`config.mk`:
```
export PLATFORM = sky130hd
export DESIGN_NAME = alu_issue_unit_flat
export DESIGN_NICKNAME = d
export VERILOG_FILES = /design/src/rtl/alu_issue_unit_if.sv /design/src/rtl/alu_issue_unit.sv /design/src/flat_wrapper.sv
export SDC_FILE = /design/constraint.sdc
export NUM_CORES = 1
export LEC_CHECK = 0
export ABC_AREA = 0
export CELL_PAD_IN_SITES_DETAIL_PLACEMENT = 0
export CELL_PAD_IN_SITES_GLOBAL_PLACEMENT = 2
export CORE_MARGIN = 5
export CORE_UTILIZATION = 23
export DETAILED_ROUTE_END_ITERATION = 10
export GPL_ROUTABILITY_DRIVEN = 0
export PLACE_DENSITY = 0.88
export SKIP_LAST_GASP = 1
export SYNTH_ARGS = -nofsm -noshare
export SYNTH_HDL_FRONTEND = slang
export SYNTH_SLANG_ARGS = --single-unit
```
`constraint.sdc`:
```
create_clock -name clk -period 1.9 [get_ports clk]
set_clock_uncertainty 0.2 [all_clocks]
set_input_delay 0.285 -clock clk [delete_from_list [all_inputs] [get_ports clk]]
set_output_delay 0.285 -clock clk [all_outputs]
set_load 0.01 [all_outputs]
```
`src/rtl/alu_issue_unit_if.sv`:
```
// rtl/alu_issue_unit_if.sv - command, result and ALU-side signal bundle for alu_issue_unit
interface alu_issue_unit_if #(
    parameter int WIDTH = 16
);
    logic             in_valid;
    logic             in_ready;
    logic [WIDTH-1:0] in_a;
    logic [WIDTH-1:0] in_b;
    logic [4:0]       in_op;
    logic             in_cin;
    logic             in_use_acc;
    logic             in_use_carry;

    logic             out_valid;
    logic             out_ready;
    logic [WIDTH-1:0] out_result;
    logic             out_cout;
    logic             out_zero;

    logic [WIDTH-1:0] alu_a;
    logic [WIDTH-1:0] alu_b;
    logic             alu_mode;
    logic [3:0]       alu_sel;
    logic             alu_cin_n;
    logic [WIDTH-1:0] alu_result;
    logic             alu_cout_n;

    modport slave (
        input  in_valid, in_a, in_b, in_op, in_cin, in_use_acc, in_use_carry,
        output in_ready,
        output out_valid, out_result, out_cout, out_zero,
        input  out_ready,
        output alu_a, alu_b, alu_mode, alu_sel, alu_cin_n,
        input  alu_result, alu_cout_n
    );

    modport master (
        output in_valid, in_a, in_b, in_op, in_cin, in_use_acc, in_use_carry,
        input  in_ready,
        input  out_valid, out_result, out_cout, out_zero,
        output out_ready,
        input  alu_a, alu_b, alu_mode, alu_sel, alu_cin_n,
        output alu_result, alu_cout_n
    );
endinterface

```
`src/rtl/alu_issue_unit.sv`:
```
// rtl/alu_issue_unit.sv - registered issue/capture front-end for the 16-bit 74181 ALU
module alu_issue_unit #(
    parameter int WIDTH         = 16,
    parameter int SETTLE_CYCLES = 2
) (
    input  logic            clk,
    input  logic            rst_n,
    alu_issue_unit_if.slave bus
);
    typedef enum logic [1:0] {IDLE, SETTLE, HOLD} state_t;

    localparam logic [3:0] CNT_LOAD = 4'(SETTLE_CYCLES - 1);

    state_t           state_q, state_d;
    logic [3:0]       cnt_q, cnt_d;
    logic [WIDTH-1:0] acc_q, acc_d;
    logic             carry_q, carry_d;
    logic [WIDTH-1:0] res_q, res_d;
    logic             cout_q, cout_d;
    logic             zero_q, zero_d;
    logic             valid_q, valid_d;
    logic [WIDTH-1:0] a_q, a_d;
    logic [WIDTH-1:0] b_q, b_d;
    logic             mode_q, mode_d;
    logic [3:0]       sel_q, sel_d;
    logic             cin_n_q, cin_n_d;

    always_comb begin
        state_d = state_q;
        cnt_d   = cnt_q;
        acc_d   = acc_q;
        carry_d = carry_q;
        res_d   = res_q;
        cout_d  = cout_q;
        zero_d  = zero_q;
        valid_d = valid_q;
        a_d     = a_q;
        b_d     = b_q;
        mode_d  = mode_q;
        sel_d   = sel_q;
        cin_n_d = cin_n_q;
        case (state_q)
            IDLE: begin
                if (bus.in_valid) begin
                    a_d     = bus.in_use_acc ? acc_q : bus.in_a;
                    b_d     = bus.in_b;
                    mode_d  = bus.in_op[4];
                    sel_d   = bus.in_op[3:0];
                    // ALU carry pins are active-low; the unit works active-high
                    cin_n_d = ~(bus.in_use_carry ? carry_q : bus.in_cin);
                    cnt_d   = CNT_LOAD;
                    state_d = SETTLE;
                end
            end
            SETTLE: begin
                if (cnt_q == 4'd0) begin
                    res_d   = bus.alu_result;
                    cout_d  = ~bus.alu_cout_n;
                    zero_d  = (bus.alu_result == '0);
                    acc_d   = bus.alu_result;
                    carry_d = ~bus.alu_cout_n;
                    valid_d = 1'b1;
                    state_d = HOLD;
                end else begin
                    cnt_d = cnt_q - 4'd1;
                end
            end
            HOLD: begin
                if (bus.out_ready) begin
                    valid_d = 1'b0;
                    state_d = IDLE;
                end
            end
            default: state_d = IDLE;
        endcase
    end

    always_ff @(posedge clk) begin
        if (!rst_n) begin
            state_q <= IDLE;
            cnt_q   <= '0;
            acc_q   <= '0;
            carry_q <= 1'b0;
            res_q   <= '0;
            cout_q  <= 1'b0;
            zero_q  <= 1'b0;
            valid_q <= 1'b0;
            a_q     <= '0;
            b_q     <= '0;
            mode_q  <= 1'b0;
            sel_q   <= '0;
            cin_n_q <= 1'b1;
        end else begin
            state_q <= state_d;
            cnt_q   <= cnt_d;
            acc_q   <= acc_d;
            carry_q <= carry_d;
            res_q   <= res_d;
            cout_q  <= cout_d;
            zero_q  <= zero_d;
            valid_q <= valid_d;
            a_q     <= a_d;
            b_q     <= b_d;
            mode_q  <= mode_d;
            sel_q   <= sel_d;
            cin_n_q <= cin_n_d;
        end
    end

    assign bus.in_ready   = (state_q == IDLE);
    assign bus.out_valid  = valid_q;
    assign bus.out_result = res_q;
    assign bus.out_cout   = cout_q;
    assign bus.out_zero   = zero_q;
    assign bus.alu_a      = a_q;
    assign bus.alu_b      = b_q;
    assign bus.alu_mode   = mode_q;
    assign bus.alu_sel    = sel_q;
    assign bus.alu_cin_n  = cin_n_q;
endmodule

```
`src/flat_wrapper.sv`:
```
// flat-port wrapper written by rule: the top's interface ports become plain ports
module alu_issue_unit_flat 
#(
    parameter int WIDTH         = 16,
    parameter int SETTLE_CYCLES = 2
)
  (clk, rst_n, bus_in_valid, bus_in_a, bus_in_b, bus_in_op, bus_in_cin, bus_in_use_acc, bus_in_use_carry, bus_in_ready, bus_out_valid, bus_out_result, bus_out_cout, bus_out_zero, bus_out_ready, bus_alu_a, bus_alu_b, bus_alu_mode, bus_alu_sel, bus_alu_cin_n, bus_alu_result, bus_alu_cout_n);
  alu_issue_unit_if #(.WIDTH(WIDTH)) bus_i ();
  input  logic clk;
  input  logic rst_n;
  input wire logic [$bits(bus_i.in_valid)-1:0] bus_in_valid;
  input wire logic [$bits(bus_i.in_a)-1:0] bus_in_a;
  input wire logic [$bits(bus_i.in_b)-1:0] bus_in_b;
  input wire logic [$bits(bus_i.in_op)-1:0] bus_in_op;
  input wire logic [$bits(bus_i.in_cin)-1:0] bus_in_cin;
  input wire logic [$bits(bus_i.in_use_acc)-1:0] bus_in_use_acc;
  input wire logic [$bits(bus_i.in_use_carry)-1:0] bus_in_use_carry;
  output wire logic [$bits(bus_i.in_ready)-1:0] bus_in_ready;
  output wire logic [$bits(bus_i.out_valid)-1:0] bus_out_valid;
  output wire logic [$bits(bus_i.out_result)-1:0] bus_out_result;
  output wire logic [$bits(bus_i.out_cout)-1:0] bus_out_cout;
  output wire logic [$bits(bus_i.out_zero)-1:0] bus_out_zero;
  input wire logic [$bits(bus_i.out_ready)-1:0] bus_out_ready;
  output wire logic [$bits(bus_i.alu_a)-1:0] bus_alu_a;
  output wire logic [$bits(bus_i.alu_b)-1:0] bus_alu_b;
  output wire logic [$bits(bus_i.alu_mode)-1:0] bus_alu_mode;
  output wire logic [$bits(bus_i.alu_sel)-1:0] bus_alu_sel;
  output wire logic [$bits(bus_i.alu_cin_n)-1:0] bus_alu_cin_n;
  input wire logic [$bits(bus_i.alu_result)-1:0] bus_alu_result;
  input wire logic [$bits(bus_i.alu_cout_n)-1:0] bus_alu_cout_n;
  assign bus_i.in_valid = bus_in_valid;
  assign bus_i.in_a = bus_in_a;
  assign bus_i.in_b = bus_in_b;
  assign bus_i.in_op = bus_in_op;
  assign bus_i.in_cin = bus_in_cin;
  assign bus_i.in_use_acc = bus_in_use_acc;
  assign bus_i.in_use_carry = bus_in_use_carry;
  assign bus_in_ready = bus_i.in_ready;
  assign bus_out_valid = bus_i.out_valid;
  assign bus_out_result = bus_i.out_result;
  assign bus_out_cout = bus_i.out_cout;
  assign bus_out_zero = bus_i.out_zero;
  assign bus_i.out_ready = bus_out_ready;
  assign bus_alu_a = bus_i.alu_a;
  assign bus_alu_b = bus_i.alu_b;
  assign bus_alu_mode = bus_i.alu_mode;
  assign bus_alu_sel = bus_i.alu_sel;
  assign bus_alu_cin_n = bus_i.alu_cin_n;
  assign bus_i.alu_result = bus_alu_result;
  assign bus_i.alu_cout_n = bus_alu_cout_n;
  alu_issue_unit #(.WIDTH(WIDTH), .SETTLE_CYCLES(SETTLE_CYCLES)) u_core (.clk(clk), .rst_n(rst_n), .bus(bus_i));
endmodule
```
Yosys cells after proc, flatten, opt, wreduce, memory -nomap -nowiden
Index checks and enable logic that the tools add are counted.

cells by class
  add/subtract/negate cells = 1
  multipliers = 0
  div/mod/pow operators = 0
  order comparisons = 0
  equal/unequal tests = 6
  shift operators = 0
  muxes and demuxes = 12
  bitwise operators = 2
  reductions and logical operators = 10

operators with widths
  operator                                               number
  logical NOT 16 bit                                     1
  two-way mux 16 bit                                     1
  AND reduction 3 bit                                    3
  two-way mux 4 bit                                      2
  case mux 4 bit (2 select lines)                        1
  two-way mux 2 bit                                      3
  inequality test 2 bit, second input constant           3
  case mux 2 bit (3 select lines)                        1
  logical NOT 4 bit                                      1
  AND reduction 2 bit                                    2
  nonzero test 2 bit                                     2
  subtractor 4 x 1 -> 4 bit, second input constant       1
  two-way mux 1 bit                                      3
  == test 2 x 1 -> 1 bit, second input constant          1
  == test 2 bit, second input constant                   1
  logical NOT 2 bit                                      1
  inequality test 2 x 1 -> 1 bit, second input constant  1
  NOT 1 bit                                              2
  case mux 1 bit (2 select lines)                        1

storage, ports and cells
  flip-flop bits (word level) = 63
  latch bits = 0
  RAM bits = 0
  bits in read-only memories = 0
  bits of input ports = 61
  output and inout port bits = 58
  word-level logic and storage cells = 42
  memories kept = 0

Depth between registers and ports, before layout
  depth in word-level cells = 3
  mapped depth = 7
  gate-level depth less buffers = 5

Worst setup path after synthesis
No wires, ideal clock.

  path kind = reg2reg
  start = register u_core.cnt_q[0]
  end = register u_core.zero_q, in the netlist u_core.bus.out_zero
  library setup time = 0.120 ns
  arrival time = 1.327 ns
  data required time = 1.580 ns
  path slack = 0.252 ns
  cell stages (with the launch flop) = 8
  path buffers = 2
  clock period less this slack = 1.648 ns
  path through = dfxtp_1 -> inv_1 -> ha_1 -> or3b_1 -> buf_2 -> buf_6 -> o211ai_2 -> o21ai_1

on the way
  longest elaborated chain between the ends = 2

ends and longest elaborated chain
  item                                  line                   text
  from (decl)                           alu_issue_unit.sv:15   logic [3:0] cnt_q, cnt_d;
  from (signal assigned)                alu_issue_unit.sv:95   cnt_q <= cnt_d;
  logical NOT 4 bit                     alu_issue_unit.sv:56   if (cnt_q == 4'd0) begin
  AND reduction 2 bit (no source line)  --
  to (signal assigned)                  alu_issue_unit.sv:100  zero_q <= zero_d;
  to (decl)                             alu_issue_unit.sv:20   logic zero_q, zero_d;

Every way passes these cells.
A chain may end at the register's enable or synchronous reset.

Final worst setup path
  start = register u_core.state_q[1]
  end = output bus_in_ready

on the way
  longest elaborated chain between the ends = 1

ends and longest elaborated chain
  item                    line                   text
  from (decl)             alu_issue_unit.sv:14   state_t state_q, state_d;
  from (signal assigned)  alu_issue_unit.sv:94   state_q <= state_d;
  logical NOT 2 bit       alu_issue_unit.sv:110  assign bus.in_ready = (state_q == IDLE);
  to (decl)               flat_wrapper.sv:18     output wire logic [$bits(bus_i.in_ready)-1:0] bus_in_ready;

Every way passes these cells.

==> metrics.log <==
INFO  metric timing.critical_path.cells = nor2_1, clkdlybuf4s50_1
INFO  metric synth_top_area_cell = sky130_fd_sc_hd__dfxtp_1
INFO  metric yosys.area.top_type_share = ~48%
INFO  metric multiplexer_area_fraction_after_synthesis = under 10%
INFO  metric post_cts.repair.setup_buffers = 0
INFO  metric yosysMostFrequentCell = sky130_fd_sc_hd__dfxtp_1
INFO  metric die-width = around 120 um
INFO  metric relSlewSlack = 66.8%
INFO  metric holdCritPathClass = reg2reg
INFO  metric area_delta_synth_final = 65.2%
INFO  metric drt_pre_antenna_iters = 4
INFO  metric floorplan.core_area = 11,300 um2
INFO  metric insertedDiodeCount = 0
INFO  metric maxSlewViolCount = 0
INFO  metric synthTopCellsByArea = sky130_fd_sc_hd__dfxtp_1, sky130_fd_sc_hd__a21oi_1, sky130_fd_sc_hd__mux2i_1
INFO  metric yosysUniqueCellTypes = 32
INFO  metric vias_per_cell = approximately 4.4
INFO  metric crit_path_top_delay_cell = sky130_fd_sc_hd__clkdlybuf4s50_1
INFO  metric cp_data_arrival_time = 1360 ps
INFO  metric cts_buffers = 9
INFO  metric drt-initial-drc-count = between 100 and 150
INFO  metric clock_root_buffer = sky130_fd_sc_hd__clkbuf_16
INFO  metric synth_fa_ha_area_share = 0.959%
INFO  metric netlist_instances = 300
INFO  metric clock_sink_count = 63
INFO  metric totalWireLength = around 8.4 mm
INFO  metric max_cap_viol_count = 0
INFO  metric htree_num_levels = 3
INFO  metric cts_tree = built
INFO  metric rsz_0062_raised_after_global_routing = true
INFO  metric synth_xor_xnor_area_share = 0%
INFO  metric fmax = 0.541 GHz
INFO  metric worst_path_dominant_cell_family = buffers and inverters
INFO  metric worst-setup-path-type = reg2out
INFO  metric synth.yosys.warnings = 0
INFO  metric sum_of_overflow_across_all_layers_after_global_routing = 0
INFO  metric fin_nets = 479
INFO  metric cp_num_buf_inv = 1
INFO  metric power_per_cell_area = 1170 nW/um2
INFO  metric row_count = 39
INFO  metric drive_gt1_share = between 8 and 9%
INFO  metric drc_errors = 0
INFO  metric hold_violations = 0
INFO  metric grt_antenna_before_repair = 0
INFO  metric syn-cell-area = about 2600 um2
INFO  metric clk_transition_reported_paths = approximately 60 ps
INFO  metric setup-tns-final = 0 ps
INFO  metric synth-main-ff-cell = sky130_fd_sc_hd__dfxtp_1
INFO  metric dieArea = 13,600 um2
INFO  metric mappedNetlistNets = roughly 360
INFO  metric worst_ir_drop_vdd = between 0.5 and 0.6 mV
INFO  metric ios = about 120
INFO  metric timing.final.crit_share = between 90% and 100%
INFO  metric post_synth_arst_share = 0%
INFO  metric synth_area_in_compound_gates = approximately 18%
INFO  metric post_synthesis_register_bit_count = 63
INFO  metric grt.total_usage = 12.2%
INFO  metric synth-seq-area-share = about half
INFO  metric grt_pass1_vias = approximately 2,500
INFO  metric synth_top_family_by_area = simple AND/OR/NAND/NOR gates
INFO  metric pin_count_of_the_biggest_net_entering_global_routing = 41
INFO  metric die_y = 117 um
INFO  metric setup-violations-final = 0
INFO  metric route.antenna.remaining_nets = 0
INFO  metric worst-path-max-fanout = 11
INFO  metric p_leak = about 1.6 nW
INFO  metric wire_per_inst = 14.9 um
INFO  metric dp.final_hpwl = between 6 and 7 mm
INFO  metric synth_edf_count = 0
INFO  metric tightestPinTransition = 490 ps
INFO  metric syn-mean-instance-area = about 8.7 um2
INFO  metric layout.filler_cells = between 1,000 and 1,500
INFO  metric outcome = finished clean
INFO  metric buffer_ports.inserted = ~120
INFO  metric endpoint_kind = output pin
INFO  metric finalWorstPathRequiredPeriod = ~1800 ps
INFO  metric p_total = approximately 5.0 mW
INFO  metric critPathRequiredTime = about 1400 ps
INFO  metric max_stage_delay = 540 ps
INFO  metric post_synthesis_share_of_cell_area_spent_on_and_or_nand_and_nor_gates = 19.2%
INFO  metric cts.path.max_buffers = 2
INFO  metric synth.top_cells.by_count = sky130_fd_sc_hd__dfxtp_1, sky130_fd_sc_hd__nand2_1, sky130_fd_sc_hd__a21oi_1
INFO  metric first_pass_grt_wire_length = between 10 and 15 mm
INFO  metric worst_skew_pair.late_latency = between 300 and 400 ps
INFO  metric worstSetupStartpointType = flop
INFO  metric start_util = between 20% and 30%
INFO  metric via_count = 2,494
path summary, 6_finish.rpt:
check,start,to,slack [ps],depth (start not counted)
max,u_core.state_q[1]$_SDFFE_PN0P_,bus_in_ready,50,2
min,u_core.bus.alu_b[9]$_SDFFE_PN0P_,u_core.bus.alu_b[9]$_SDFFE_PN0P_,260,2
max reg2reg,u_core.cnt_q[0]$_SDFFE_PN0P_,u_core.cnt_q[2]$_SDFFE_PN0P_,130,5
min reg2reg,u_core.bus.alu_b[9]$_SDFFE_PN0P_,u_core.bus.alu_b[9]$_SDFFE_PN0P_,260,2
cell type report:
type	instances	area, um2	area share [%]
tap	143	179	4.15
multi-input combinational	207	1190	27.7
clock inverter	3	65.1	1.51
sequential	63	1260	29.3
inverter	4	15.0	0.348
timing repair buffer	131	1330	30.8
clock buffer	12	267	6.18
state kept, by name, indices dropped and copies added, names as in the netlist:
| signal | count |
|---|---|
| u_core.acc_q | 16 |
| u_core.bus.alu_a | 16 |
| u_core.bus.alu_b | 16 |
| u_core.bus.alu_sel | 4 |
| u_core.cnt_q | 4 |
| u_core.state_q | 2 |
| u_core.bus.alu_cin_n | 1 |
| u_core.bus.alu_mode | 1 |
| u_core.bus.out_cout | 1 |
| u_core.bus.out_valid | 1 |
| u_core.bus.out_zero | 1 |
layout by cell type (no fill, tap or decap), drive strengths merged, types with 2 or more instances in the layout:
cell and count:
nor2 21, nor4 4, o211ai 2, a211oi 16
dfxtp 63, or3b 2, a21oi 41, clkbuf 12
nand2 44, nand3 20, nor3b 2, nor4b 2
bufinv 2, inv 4, clkdlybuf4s50 118, buf 13
or3 4, o21ai 19, mux2i 19, ha 2
kinds of logic (layout without fill, tap and decap cells):
logic type	Yosys count	after routing
multiplexers	19	19
AO/OA/AOI/OAI	81	81
adder cells (fa/ha/maj)	2	2
flip-flops	63	63
AND/OR/NAND/NOR	105	105
buffers and inverters	30	150
worst register-to-register path, delay by kind of cell, from the launching register on:
kind | cells | cell delay, ps
adders and majority gates | 1 | 240
buffers and inverters | 1 | 80
DFF | 1 | 350
muxes | 1 | 220
and+or+nand+nor | 2 | 630
metal layers:
layer  track usage [%]  wire [um]
met5                 0          0
met4              3.02         53
met3              3.78        453
met2              20.7       4180
met1              15.1       3700
power by group:
group | internal [mW] | switching, mW
sequential | 1.53 | 0.161
combinational | 0.785 | 0.753
clock | 1.25 | 0.556
total | 3.56 | 1.47
per-stage QoR:
| step | utilization [%] | cell area (um2) | hold WS [ps] | setup WS, ps | instances |
|---|---|---|---|---|---|
| 4_1_cts | 38.2 | 4300 | 256 | 4.49 | 563 |
| 5_1_grt | 38.3 | 4310 | 283 | -52.0 | 563 |
| 3_3_place_gp | 35.2 | 3970 | 245 | 37.3 | 548 |
| 2_1_floorplan | - | 2610 | 157 | 252 | 300 |
| 6_report | 38.3 | 4310 | 256 | 51.7 | 563 |
| 3_5_place_dp | 35.2 | 3970 | 249 | -15.9 | 548 |
timing repair:
| item | 4_1_cts | 5_1_grt |
|---|---|---|
| gates resized for setup | 1 | 2 |
| setup endpoints to repair | 1 | 19 |
| hold buffers | 0 | 0 |
| endpoints found under the hold margin | 0 | 0 |
Note: power is estimated with default switching activity, not from simulation.
